**config.mk**
```make
export PLATFORM = sky130hd
export DESIGN_NAME = tap_sample_sched
export DESIGN_NICKNAME = d
export VERILOG_FILES = /design/src/rtl/tap_sample_sched.sv
export SDC_FILE = /design/constraint.sdc
export NUM_CORES = 1
export LEC_CHECK = 0
export BUFFER_PORTS_ARGS = -buffer_cell sky130_fd_sc_hd__buf_2
export CORE_UTILIZATION = 25
export CTS_BUF_LIST = sky130_fd_sc_hd__clkbuf_16
export DETAILED_ROUTE_END_ITERATION = 12
export MAX_ROUTING_LAYER = met4
export PLACE_DENSITY = 0.4
export SLEW_MARGIN = 20
export SYNTH_ARGS = -nofsm -noshare
export SYNTH_HDL_FRONTEND = slang
export SYNTH_SLANG_ARGS = --single-unit
```
**constraint.sdc**
```tcl
create_clock -name clk_i -period 1.8 [get_ports clk_i]
set_input_delay 0.18 -clock clk_i [delete_from_list [all_inputs] [get_ports clk_i]]
set_output_delay 0.18 -clock clk_i [all_outputs]
set_load 0.005 [all_outputs]
```
**src/rtl/tap_sample_sched.sv**
```systemverilog
// tap_sample_sched: frame-based sampling scheduler for a shared serial delay line.
// A DEPTH-long shift register delays din_i; a frame counter walks FRAME_LEN cycles
// and each of NSLOT table entries latches one tap of the line into a hit bit when
// the counter equals its programmed slot. At frame end done_o pulses and the hits,
// their AND (coinc_o) and their OR (any_o) are presented until the next frame starts.
// Optional build macro: TAP_SCHED_AUTO_RERUN_EN -- when defined, start_i seen in
// DONE launches the next frame directly (period FRAME_LEN+1 instead of FRAME_LEN+2).
module tap_sample_sched #(
  parameter int DEPTH     = 20,
  parameter int NSLOT     = 3,
  parameter int FRAME_LEN = 19,
  parameter int CW        = 5,
  parameter int AW        = 2
) (
  input  logic             clk_i,
  input  logic             rst_ni,
  input  logic             din_i,
  input  logic             start_i,
  input  logic             cfg_we_i,
  input  logic [AW-1:0]    cfg_addr_i,
  input  logic [CW-1:0]    cfg_slot_i,
  input  logic [CW-1:0]    cfg_tap_i,
  output logic             busy_o,
  output logic             done_o,
  output logic [CW-1:0]    cnt_o,
  output logic [NSLOT-1:0] hits_o,
  output logic             coinc_o,
  output logic             any_o
);

  typedef enum logic [1:0] {
    ST_IDLE = 2'd0,
    ST_RUN  = 2'd1,
    ST_DONE = 2'd2
  } state_e;

  // Last frame cycle; the capture at this count still happens before leaving RUN.
  localparam logic [CW-1:0] LAST_CNT  = CW'(FRAME_LEN - 1);
  // Tap clamp bounds; compared one bit wider so DEPTH == 2^CW cannot wrap to zero.
  localparam logic [CW:0]   DEPTH_EXT = (CW + 1)'(DEPTH);
  localparam logic [CW-1:0] TAP_MAX   = CW'(DEPTH - 1);

  state_e           state_q, state_d;
  logic [CW-1:0]    cnt_q, cnt_d;
  logic [DEPTH-1:0] line_q;
  logic [CW-1:0]    tap_clamped;
  logic             cfg_en;
  logic             hits_clr;
  logic             cap_en;
  logic [NSLOT-1:0] hits_w;

  // Out-of-range taps are folded onto the oldest tap at write time, so the
  // capture path never has to index past the end of the line.
  assign tap_clamped = ({1'b0, cfg_tap_i} >= DEPTH_EXT) ? TAP_MAX : cfg_tap_i;

  // Delay line: bit k holds din_i delayed k+1 clocks; it runs in every state.
  always_ff @(posedge clk_i or negedge rst_ni) begin
    if (!rst_ni) begin
      line_q <= '0;
    end else begin
      line_q <= {line_q[DEPTH-2:0], din_i};
    end
  end

  // State and frame-counter registers.
  always_ff @(posedge clk_i or negedge rst_ni) begin
    if (!rst_ni) begin
      state_q <= ST_IDLE;
      cnt_q   <= '0;
    end else begin
      state_q <= state_d;
      cnt_q   <= cnt_d;
    end
  end

  // Next-state logic: table writes only in IDLE, captures only in RUN.
  always_comb begin
    state_d  = state_q;
    cnt_d    = cnt_q;
    cfg_en   = 1'b0;
    hits_clr = 1'b0;
    cap_en   = 1'b0;
    case (state_q)
      ST_IDLE: begin
        cnt_d  = '0;
        // The write lands on the same edge that starts a frame, so a
        // simultaneous write/start uses the freshly written entry.
        cfg_en = cfg_we_i;
        if (start_i) begin
          state_d  = ST_RUN;
          hits_clr = 1'b1;
        end
      end
      ST_RUN: begin
        cap_en = 1'b1;
        if (cnt_q == LAST_CNT) begin
          cnt_d   = '0;
          state_d = ST_DONE;
        end else begin
          cnt_d = cnt_q + CW'(1);
        end
      end
      ST_DONE: begin
        cnt_d   = '0;
        state_d = ST_IDLE;
`ifdef TAP_SCHED_AUTO_RERUN_EN
        // Back-to-back frames: skip IDLE when another frame is already requested.
        if (start_i) begin
          state_d  = ST_RUN;
          hits_clr = 1'b1;
        end
`else
        // DONE always drains to IDLE; start_i is only honoured there.
`endif
      end
      default: begin
        state_d = ST_IDLE;
        cnt_d   = '0;
      end
    endcase
  end

  // One table entry and one hit bit per slot.
  genvar gi;
  generate
    for (gi = 0; gi < NSLOT; gi++) begin : g_slot
      logic [CW-1:0] slot_q;
      logic [CW-1:0] tap_q;
      logic          hit_q;
      logic          addr_match;

      // Addresses at or above NSLOT match no entry and are dropped.
      assign addr_match = (cfg_addr_i == AW'(gi));

      // Table entry: frozen outside IDLE so a running frame sees a stable table.
      always_ff @(posedge clk_i or negedge rst_ni) begin
        if (!rst_ni) begin
          slot_q <= '0;
          tap_q  <= '0;
        end else if (cfg_en && addr_match) begin
          slot_q <= cfg_slot_i;
          tap_q  <= tap_clamped;
        end
      end

      // Hit capture: a slot count beyond the frame never matches, leaving 0.
      always_ff @(posedge clk_i or negedge rst_ni) begin
        if (!rst_ni) begin
          hit_q <= 1'b0;
        end else if (hits_clr) begin
          hit_q <= 1'b0;
        end else if (cap_en && (cnt_q == slot_q)) begin
          hit_q <= line_q[tap_q];
        end
      end

      assign hits_w[gi] = hit_q;
    end
  endgenerate

  assign busy_o  = (state_q == ST_RUN);
  assign done_o  = (state_q == ST_DONE);
  assign cnt_o   = cnt_q;
  assign hits_o  = hits_w;
  assign coinc_o = &hits_w;
  assign any_o   = |hits_w;

endmodule

```
==> results.ini <==
[status]
status = finished clean

[critical_path]
crit_path_max_fanout = 7
slowest_stage = dfrtp_1
start_kind = register
crit_path_max_incr_delay_ps = 560
worstPathCellList = mux4_2 > nand2b_1 > a32oi_1 > a31oi_1
arrival_ps = 1880
crit_type = register to register
crit_path_end_kind = register
required_ps = 1990

[die]
core_area_um2 = 10890
io-pin-count = 29
die_area_um2 = 11650
rows = 38
start_util_pct = 25.76
die_y_um = 107.9
die_width_um = 107.9

[clocking]
clock_sinks = 60
cts_resized = 0
clk_path_buf_depth = 2
postCtsSetupBuffers = 0
cts_root_buffer = clkbuf_16
cts_buffers = 9
cts_tree = built
htree_levels = 3
clkTransAtPathRegs_ps = 50
clk_latency_ps = 320

[synthesis]
synthArstFlopShare_pct = 100.0
yosysSeqAreaShare_pct = 53.52
synth_most_common_cell = dfrtp_1
synth_area_um2 = 2805
synth-seq-cells = 60
netlist_top_cells_area = dfrtp_1, mux2_1, mux4_2, xnor2_1, mux4_1
synthDominantCellAreaShare_pct = 53.52
synth_common_cells = dfrtp_1, mux2_1, nand2_1, nor2_1, xnor2_1
synthCells = 218
synth_ff_type = dfrtp_1
ys_types = 39
synth_warnings = 0
syn_avg_cell_area_um2 = 12.87
synth_area_leader_cell = dfrtp_1
syn_nets = 237
synth-edff-count = 0

[sta]
finalHoldViolations = 0
fin_crit_sh_pct = 94.17
rsz0062_at_grt = false
finalSetupTns_ps = 0
slew_headroom_pct = 73.47
fmax_ghz = 0.5900
tightest_slew_ps = 387.9
maxSlewViolCount = 0
period_minus_slack_ps = 1695
fin_skew_ps = 4.526
setup_viol = 0
setup_ws_ps = 105.0

[routing]
postRouteWirelength_mm = 6.582
first_iter_violations = 163
viasPerCell = 4.613
avgRoutedWirePerCell_um = 16.33
vias = 1859
first_pass_iters = 4
ant_nets = 0
drc = 0

[pwr]
switching_share_pct = 32.93
p_clk_share_pct = 26.4
ir_drop_uv = 533.0
p_total_mw = 5.498
powerDensity_nw_per_um2 = 1603
pwr-share-seq_pct = 41.8
intPower_mw = 3.687
p_comb_share_pct = 31.8
p_leak_nw = 1.508
switching_power_mw = 1.811

[global_route]
antenna_found_initial = 0
grt_usage_pct = 13.19
grt_pass1_vias = 1881
grt_remaining_overflow = 0
grt_max_degree = 61
grt_pass1_wl_mm = 10.81

[hold_path]
hold_path.class = input pin to register

[final_layout]
final_util_pct = 31.51
final_cell_area_um2 = 3431
nNetsFinal = 277
num_antenna_cells = 0
layout-drive-gt1-share_pct = 24.33
syn_to_final_growth_pct = 22.30

[placement]
pre_cts_ws_ps = 104.7
place_congestion = 0.7420
postPlaceCellArea_um2 = 3157
hpwl_mm = 4.738
numPortBuffers = 28

[flow_run]
max_cap_viol_count = 0

[through the flow]
stage / cells / hold slack, ps
floorplan: 218 / -115.6
global placement: 385 / 219.9
detailed placement: 385 / 223.1
CTS: 403 / 91.71
global route: 403 / 103.7
finish: 403 / 101.7
[sequential cells by signal, summed over array words and instances (netlist names)]
| register | cells |
|---|---|
| g_slot.hit_q | 3 |
| g_slot.tap_q | 15 |
| line_q | 20 |
| cnt_o | 5 |
| state_q | 2 |
| g_slot.slot_q | 15 |
[power groups by stage]
stage	combinational, mW	clock, mW	sequential [mW]
final	1.75	1.45	2.30
after global routing	1.97	1.56	2.38
after CTS	1.77	1.50	2.31
after detailed placement	1.76	0	2.33
after global placement	1.75	0	2.32
after floorplan	1.44	0	2.07
[timing repair]
| item | in CTS | in global routing |
|---|---|---|
| hold buffers | 2 | 0 |
| hold endpoints to repair | 61 | 0 |
| setup endpoints to repair | 0 | 0 |
[worst max-delay path: cells and delay by family, from the launching register on]
family / cells / cell delay (ps)
DFF: 1 / 560
muxes: 1 / 560
AOI/OAI and AO/OA: 2 / 300
and+or+nand+nor: 1 / 150
[final cells by class]
cell class	count	area, um^2
flip-flops and latches	60	1501
multi-input cells	140	1219
inverters	5	18.77
well taps	140	175.2
clock inverters	7	28.78
clock buffers	9	225.2
fillers	1097	7457
repair buffers	42	262.8
[per-layer routing]
layer  global-route usage (%)  wire length [um]  vias up
met4                    5.577                90        0
met5                        -                 0        -
met2                    17.22              2761       54
li1                         -                 -      870
met1                    19.40              3493      930
met3                    2.773               237        5
[cells in the final DEF, fill, tap and decap left out, drive strengths merged, types with 2 or more instances in the layout]
cell type    Yosys  layout
nor2            15      15
a311oi           2       2
nand2           15      15
nor2b            2       2
clkbuf           6       9
a2111oi          2       2
a32oi            2       2
xor2             5       5
mux2i            6       6
o21ai           10      10
clkinv           0       3
nand4b           2       2
buf              7      40
ha               2       2
xnor2           13      13
dlygate4sd3      0       2
inv              5       9
a31oi            2       2
nor3             4       4
a21oi            2       2
dfrtp           60      60
nand3            4       4
mux4            12      12
mux2            21      21
nand3b           2       2
nand2b           6       6
nand4            4       4
[logic make-up after synthesis]
logic type	synth area share [%]
mux	20.74
xor+xnor	5.620
fa+ha+maj	0.8919
flops	53.52
compound gates	5.665
buf+inv	3.211
simple gates	10.35
[worst paths after layout]
check	startpoint	to	slack (ps)	cells after the start
min in group asynchronous	rst_ni	line_q[14]	400	3
setup reg to reg	g_slot[2].tap_q[0]	g_slot[2].hit_q	100	4
hold reg to reg	line_q[2]	line_q[3]	430	0
max in group asynchronous	rst_ni	g_slot[1].tap_q[2]	1130	3
hold / removal	cfg_slot_i[0]	g_slot[1].slot_q[0]	100	2
setup / recovery	g_slot[2].tap_q[0]	g_slot[2].hit_q	100	4
(Power assumes the default switching activity.)
